===== config.mk =====
export PLATFORM = sky130hd
export DESIGN_NAME = exc_pipe_tracker
export DESIGN_NICKNAME = d
export VERILOG_FILES = /design/src/rtl/exc_pkg.sv /design/src/rtl/exc_merge_stage.sv /design/src/rtl/exc_pipe_tracker.sv
export SDC_FILE = /design/constraint.sdc
export NUM_CORES = 1
export LEC_CHECK = 0
export ABC_CLOCK_PERIOD_IN_PS = 2150
export CAP_MARGIN = 20
export CORE_ASPECT_RATIO = 1.75
export CORE_UTILIZATION = 49
export CTS_CLUSTER_DIAMETER = 150
export DETAILED_ROUTE_END_ITERATION = 10
export PLACE_DENSITY = 0.77
export SLEW_MARGIN = 20
export SYNTH_ARGS = -nofsm -noshare
export SYNTH_HDL_FRONTEND = slang
export SYNTH_SLANG_ARGS = --single-unit

===== constraint.sdc =====
create_clock -name clk -period 2.15 [get_ports clk]
set_clock_uncertainty 0.05 [all_clocks]
set_input_delay 0.645 -clock clk [delete_from_list [all_inputs] [get_ports clk]]
set_output_delay 0.645 -clock clk [all_outputs]
set_load 0.05 [all_outputs]

===== src/rtl/exc_pkg.sv =====
// Shared types for the exception pipeline tracker: cause codes, slot layout and
// the commit-side request FSM states.
package exc_pkg;

  localparam int SLOT_EXC_W = 5;
  localparam int SLOT_PC_W  = 32;

  typedef enum logic [4:0] {
    EXC_NONE    = 5'd0,
    EXC_ADEL    = 5'd4,
    EXC_ADES    = 5'd5,
    EXC_SYSCALL = 5'd8,
    EXC_RI      = 5'd10,
    EXC_OV      = 5'd12
  } exc_code_e;

  typedef struct packed {
    logic                  valid;
    logic [SLOT_EXC_W-1:0] exc;
    logic [SLOT_PC_W-1:0]  pc;
    logic                  bd;
  } exc_slot_t;

  typedef enum logic [1:0] {
    ST_IDLE,
    ST_REQ,
    ST_FLUSH
  } exc_state_e;

endpackage


===== src/rtl/exc_merge_stage.sv =====
// One pipeline slot: registers the upstream instruction's state and merges its
// carried code with this stage's local detection (older code wins).
module exc_merge_stage
  import exc_pkg::*;
#(
  parameter int              EXC_W    = 5,
  parameter int              PC_W     = 32,
  parameter logic [PC_W-1:0] RESET_PC = PC_W'(32'h0000_3000)
) (
  input  logic             clk,
  input  logic             reset,
  input  logic             hold,
  input  logic             bubble,
  input  logic             kill,
  input  logic             inValid,
  input  logic [EXC_W-1:0] inExc,
  input  logic [PC_W-1:0]  inPc,
  input  logic             inBd,
  input  logic [EXC_W-1:0] curExc,
  output logic             valid,
  output logic [PC_W-1:0]  pc,
  output logic             bd,
  output logic [EXC_W-1:0] mergedExc
);

  logic [EXC_W-1:0] exc;

  // Kill keeps pc/bd so the slot still names a restartable macro-PC.
  always_ff @(posedge clk) begin
    if (reset) begin
      valid <= 1'b0;
      exc   <= '0;
      pc    <= RESET_PC;
      bd    <= 1'b0;
    end else if (kill) begin
      valid <= 1'b0;
      exc   <= '0;
    end else if (!hold) begin
      if (bubble) begin
        valid <= 1'b0;
        exc   <= '0;
      end else begin
        valid <= inValid;
        exc   <= inExc;
      end
      pc <= inPc;
      bd <= inBd;
    end
  end

  assign mergedExc = (exc != EXC_W'(EXC_NONE)) ? exc :
                     (valid ? curExc : EXC_W'(EXC_NONE));

endmodule


===== src/rtl/exc_pipe_tracker.sv =====
// Carries exception codes down an N-stage pipeline and raises a held CP0 request
// at commit. Optional request counter output enabled by the EXC_CNT_EN macro.
module exc_pipe_tracker
  import exc_pkg::*;
#(
  parameter int              STAGES      = 4,
  parameter int              STALL_STAGE = 1,
  parameter int              EXC_W       = 5,
  parameter int              PC_W        = 32,
  parameter logic [PC_W-1:0] RESET_PC    = PC_W'(32'h0000_3000)
) (
  input  logic                    clk,
  input  logic                    reset,
  input  logic                    stall,
  input  logic                    flush_i,
  input  logic                    f_valid,
  input  logic [PC_W-1:0]         f_pc,
  input  logic                    f_bd,
  input  logic [EXC_W-1:0]        f_exc,
  input  logic [STAGES*EXC_W-1:0] cur_exc,
  input  logic                    int_pend,
  input  logic                    exc_ack,
  output logic [STAGES*EXC_W-1:0] stage_exc,
  output logic                    exc_req,
  output logic [EXC_W-1:0]        exc_code_o,
  output logic                    exc_int_o,
  output logic [PC_W-1:0]         exc_pc_o,
  output logic                    exc_bd_o,
  output logic                    flush_o
`ifdef EXC_CNT_EN
  ,
  output logic [31:0]             exc_cnt
`endif
);

  localparam int LAST = STAGES - 1;

  logic             stgValid [STAGES];
  logic [PC_W-1:0]  stgPc    [STAGES];
  logic             stgBd    [STAGES];
  logic [EXC_W-1:0] stgExc   [STAGES];

  exc_state_e state, stateNext;
  logic       takeReq, killAll, freeze;
  logic       intTake, codeTake;

  assign stgValid[0] = f_valid;
  assign stgPc[0]    = f_pc;
  assign stgBd[0]    = f_bd;
  assign stgExc[0]   = (f_exc != EXC_W'(EXC_NONE)) ? f_exc :
                       (f_valid ? cur_exc[0 +: EXC_W] : EXC_W'(EXC_NONE));

  // Slots up to STALL_STAGE hold on stall; the next one takes a bubble that
  // still carries the stalled macro-PC.
  for (genvar k = 1; k < STAGES; k++) begin : gSlot
    localparam bit HoldOnStall   = (k <= STALL_STAGE);
    localparam bit BubbleOnStall = (k == STALL_STAGE + 1);

    exc_merge_stage #(
      .EXC_W   (EXC_W),
      .PC_W    (PC_W),
      .RESET_PC(RESET_PC)
    ) uStage (
      .clk      (clk),
      .reset    (reset),
      .hold     (freeze | (stall & HoldOnStall)),
      .bubble   (stall & BubbleOnStall),
      .kill     (killAll),
      .inValid  (stgValid[k-1]),
      .inExc    (stgExc[k-1]),
      .inPc     (stgPc[k-1]),
      .inBd     (stgBd[k-1]),
      .curExc   (cur_exc[k*EXC_W +: EXC_W]),
      .valid    (stgValid[k]),
      .pc       (stgPc[k]),
      .bd       (stgBd[k]),
      .mergedExc(stgExc[k])
    );
  end

  for (genvar k = 0; k < STAGES; k++) begin : gStageOut
    assign stage_exc[k*EXC_W +: EXC_W] = stgExc[k];
  end

  assign intTake  = int_pend & stgValid[LAST];
  assign codeTake = (stgExc[LAST] != EXC_W'(EXC_NONE));

  always_ff @(posedge clk) begin
    if (reset) state <= ST_IDLE;
    else       state <= stateNext;
  end

  // A request taken this cycle outranks an external flush.
  always_comb begin
    stateNext = state;
    takeReq   = 1'b0;
    killAll   = 1'b0;
    freeze    = 1'b0;
    case (state)
      ST_IDLE: begin
        if (intTake || codeTake) begin
          takeReq   = 1'b1;
          stateNext = ST_REQ;
        end else if (flush_i) begin
          killAll = 1'b1;
        end
      end
      ST_REQ: begin
        freeze = 1'b1;
        if (exc_ack) stateNext = ST_FLUSH;
      end
      ST_FLUSH: begin
        killAll   = 1'b1;
        stateNext = ST_IDLE;
      end
      default: stateNext = ST_IDLE;
    endcase
  end

  always_ff @(posedge clk) begin
    if (reset) begin
      exc_code_o <= '0;
      exc_int_o  <= 1'b0;
      exc_pc_o   <= RESET_PC;
      exc_bd_o   <= 1'b0;
    end else if (takeReq) begin
      exc_code_o <= intTake ? EXC_W'(EXC_NONE) : stgExc[LAST];
      exc_int_o  <= intTake;
      exc_pc_o   <= stgPc[LAST];
      exc_bd_o   <= stgBd[LAST];
    end
  end

  assign exc_req = (state == ST_REQ);
  assign flush_o = (state == ST_FLUSH);

`ifdef EXC_CNT_EN
  always_ff @(posedge clk) begin
    if (reset) begin
      exc_cnt <= '0;
    end else if ((state == ST_REQ) && exc_ack && (exc_cnt != 32'hFFFF_FFFF)) begin
      exc_cnt <= exc_cnt + 32'd1;
    end
  end
`endif

endmodule


==> metrics.log <==
[metrics] fill cell instance count of the final layout: 1261
[metrics] layout cells sized above 1: 0.220
[metrics] final count of hold timing violations: 0
[metrics] Layout area overhead: 35.8%
[metrics] DP Wirelength: 13200 µm
[metrics] endpoints failing setup: 15
[metrics] leakage: 4.31 nW
[metrics] vias per inst: 5.70
[metrics] clock latency on the worst-skew pair: 0.43 ns
[metrics] clock sink total: 158
[metrics] number of H-tree levels: 4
[metrics] fraction of the cycle the final worst path needs: 1.20
[metrics] number of enable-type register cells in the synthesized netlist: 0
[metrics] Vias: 7291
[metrics] total congestion overflow: 0
[metrics] Final Non-Filler Cells: 1280
[metrics] cell total after placement: 1228
[metrics] Port Buf Inserts: 125
[metrics] pin count of the biggest net entering global routing: 103
[metrics] Root Buffer: clkbuf_16
[metrics] Crit path buffers/inverters: 4
[metrics] portion of the post-synthesis area used by sequential elements: 0.399
[metrics] final estimated routing congestion in global placement: 0.868
[metrics] clk buf depth: 2
[metrics] worst slew margin relative to its limit: 0.377
[metrics] max incr delay on CP: 0.55 ns
[metrics] placement row count: 61
[metrics] critical path endpoint category: output pin
[metrics] DRC violations left: 2
[metrics] total of max-cap violations: 0
[metrics] violations in the final reports: DRC, setup timing
[metrics] global-route wire length before repair: 34000 µm
[metrics] Chip Height: 170 µm
[metrics] width of the die: 98.1 µm
[metrics] clock tree from TritonCTS: yes
[metrics] Net count, final: 1144
[metrics] post-synthesis cell count: 937
[metrics] summed instance area of the synthesized netlist: 7920 µm²
[metrics] power density cells: 1310 nW/µm²
[metrics] primary flip-flop cell chosen by synthesis mapping: dfxtp_1
[metrics] Least-Margin Pin Slew: 0.935 ns
[metrics] CTS Buf Count: 17
[metrics] cell with the biggest individual delay on the critical path: or4b_4
[metrics] peak supply drop: 0.00104 V
[metrics] number of global-route vias before repair: 7103
[metrics] share of synthesized flip-flops with an asynchronous set or reset: 0
[metrics] required arrival time at the worst endpoint: 1.45 ns
[metrics] number of nets produced by synthesis: 1002
[metrics] arrival time at the worst endpoint: 1.89 ns
[metrics] Highest Clock Rate: 387 MHz
[metrics] outcome: finished with violations
[metrics] number of pins with negative max-slew slack in the final report: 0
[metrics] type of the setup path with the least slack: input pin to output pin
[metrics] worst-path maximum fanout: 5
[metrics] slack of the critical path: -0.433 ns
[metrics] # diodes: 0
[metrics] Post-Route WL: 20800 µm
[metrics] die area: 16700 µm²
[metrics] Startpoint Class: input pin
[metrics] per-instance average area after synthesis: 8.45 µm²
[metrics] chain of cells forming the critical path: buf_6 -> or4b_4 -> nor3_4 -> buf_6 -> a21oi_4 -> inv_2 -> buf_12
[metrics] most frequent cell on the critical path: buf_6
[metrics] initial drt markers: 492
[metrics] Hold/Removal Path Class: register to register
[metrics] Yosys warning total: 0
[metrics] instance area after placement: 9870 µm²
[metrics] time the final worst path needs with I/O delays and setup: 2.58 ns
[metrics] Initial DRT Pass Iterations: 8
[metrics] number of antenna violations at the first check in global routing: 0
[metrics] kind of cell with the highest combined delay on the critical path: simple AND/OR/NAND/NOR gates
[metrics] CTS hold repair buffers: 0
[metrics] IO Count: 126
[metrics] detailed-route wire length per cell: 16.2 µm
[metrics] overall routing resource usage: 0.250
[metrics] CORE AREA: 15900 µm²
[metrics] Clock Pin Slew Worst Setup and Hold Paths: 0.06 ns
[metrics] DRT antenna net count: 0
[metrics] unrepaired setup endpoints after global routing: true
[metrics] post-route standard cell area excluding fillers: 10800 µm²
[metrics] Yosys reg bits: 158
[metrics] Yosys cell types: 38
[metrics] starting utilization of the core area: 0.499
## sequential cells by signal, indices dropped and copies added (netlist names)
register	count
exc_code_o	5
exc_int_o	1
exc_pc_o	32
gSlot.uStage.valid	3
state	2
gSlot.uStage.bd	3
exc_bd_o	1
gSlot.uStage.exc	15
gSlot.uStage.pc	96
## cells by family after synthesis
logic type             share of synthesized area
flip-flops                                 0.399
buffers and inverters                     0.0643
AO/OA/AOI/OAI                              0.111
multiplexers                               0.169
AND/OR/NAND/NOR                            0.256
## cell usage after synthesis, types with 2 or more instances
cell type | count | area [µm²]
a22oi_1 | 5 | 37.5
nand2_1 | 259 | 972
nor3_1 | 48 | 240
o211ai_1 | 8 | 60.1
buf_2 | 26 | 130
nand4b_1 | 2 | 17.5
a21oi_1 | 10 | 50.1
nor3_2 | 17 | 170
nor4_1 | 58 | 363
or4b_1 | 2 | 20.0
nand2b_1 | 2 | 12.5
clkbuf_1 | 43 | 161
o21ai_2 | 2 | 17.5
nor2_1 | 29 | 109
o21a_1 | 3 | 22.5
buf_6 | 11 | 124
mux2i_1 | 134 | 1340
buf_1 | 5 | 18.8
inv_2 | 2 | 7.51
nor3_4 | 2 | 32.5
a21o_1 | 5 | 37.5
buf_4 | 4 | 30.0
dfxtp_1 | 158 | 3160
nor2b_1 | 2 | 12.5
a211oi_1 | 68 | 510
inv_1 | 10 | 37.5
a41o_1 | 11 | 110
## report_power, final
group / internal (mW) / switching (mW)
clock network: 2.09 / 1.26
logic: 2.87 / 3.37
registers: 3.77 / 0.720
total: 8.73 / 5.36
## worst paths after layout
check                            start                             endpoint  slack, ns  depth (start not counted)
max                           f_exc[1]                         stage_exc[4]      -0.43                          7
min          exc_pc_o[19]$_SDFFE_PP0P_            exc_pc_o[19]$_SDFFE_PP0P_       0.41                          2
min reg2reg  exc_pc_o[19]$_SDFFE_PP0P_            exc_pc_o[19]$_SDFFE_PP0P_       0.41                          2
max reg2reg      state[1]$_SDFFE_PP0P_  gSlot[2].uStage.pc[31]$_SDFFE_PP0P_       0.14                          6
## worst min-delay path, stage by stage (launching register included)
cell and delay [ns]:
dfxtp_1 0.31, nand2_1 0.05, mux2i_1 0.05
## per-layer routing
| metal | part of all wire | track usage | vias to the layer above |
|---|---|---|---|
| li1 | - | - | 3612 |
| met1 | 0.40 | 0.277 | 3437 |
| met2 | 0.52 | 0.448 | 201 |
| met3 | 0.052 | 0.0616 | 41 |
| met4 | 0.027 | 0.111 | 0 |
| met5 | 0 | 0 | - |
## through the flow
stage                util  total power [mW]  TNS, ns  setup slack [ns]  hold WS (ns)
floorplan               -              8.75    -1.14            -0.235         0.392
global placement    0.622              10.4   -45.33            -0.785         0.391
detailed placement  0.622              10.6   -53.39            -0.798         0.399
CTS                 0.672              14.1    -4.70            -0.444         0.407
global route        0.677              14.8    -5.40            -0.497         0.422
finish              0.677              14.1    -4.58            -0.433         0.406
## cell type report
class	count	area [µm²]	area share
clock buffers	18	439	0.0408
clock inverters	13	209	0.0194
inverters	12	55.1	0.00512
multi-input cells	678	4400	0.409
flip-flops and latches	158	3180	0.296
well taps	189	236	0.0220
repair buffers	212	2240	0.208
## cells in the final DEF, fill, tap and decap left out, types with 8 or more instances in the layout
cell type,count
a41o_1,10
nor3_2,16
nand2_1,259
dfxtp_1,152
clkdlybuf4s50_1,51
dlygate4sd2_1,12
buf_4,105
clkbuf_16,17
nor2_1,27
o211ai_1,8
buf_12,39
nor4_1,58
nor3_1,48
mux2i_1,134
a211oi_1,68
## timing repair
action                                  in CTS  in global routing
resized for setup                           49                  7
endpoints found under the hold margin        0                  0
pin swaps                                   13                 13
setup buffers                               13                  8
endpoints found under the setup margin      24                 26
(Power assumes the default switching activity.)
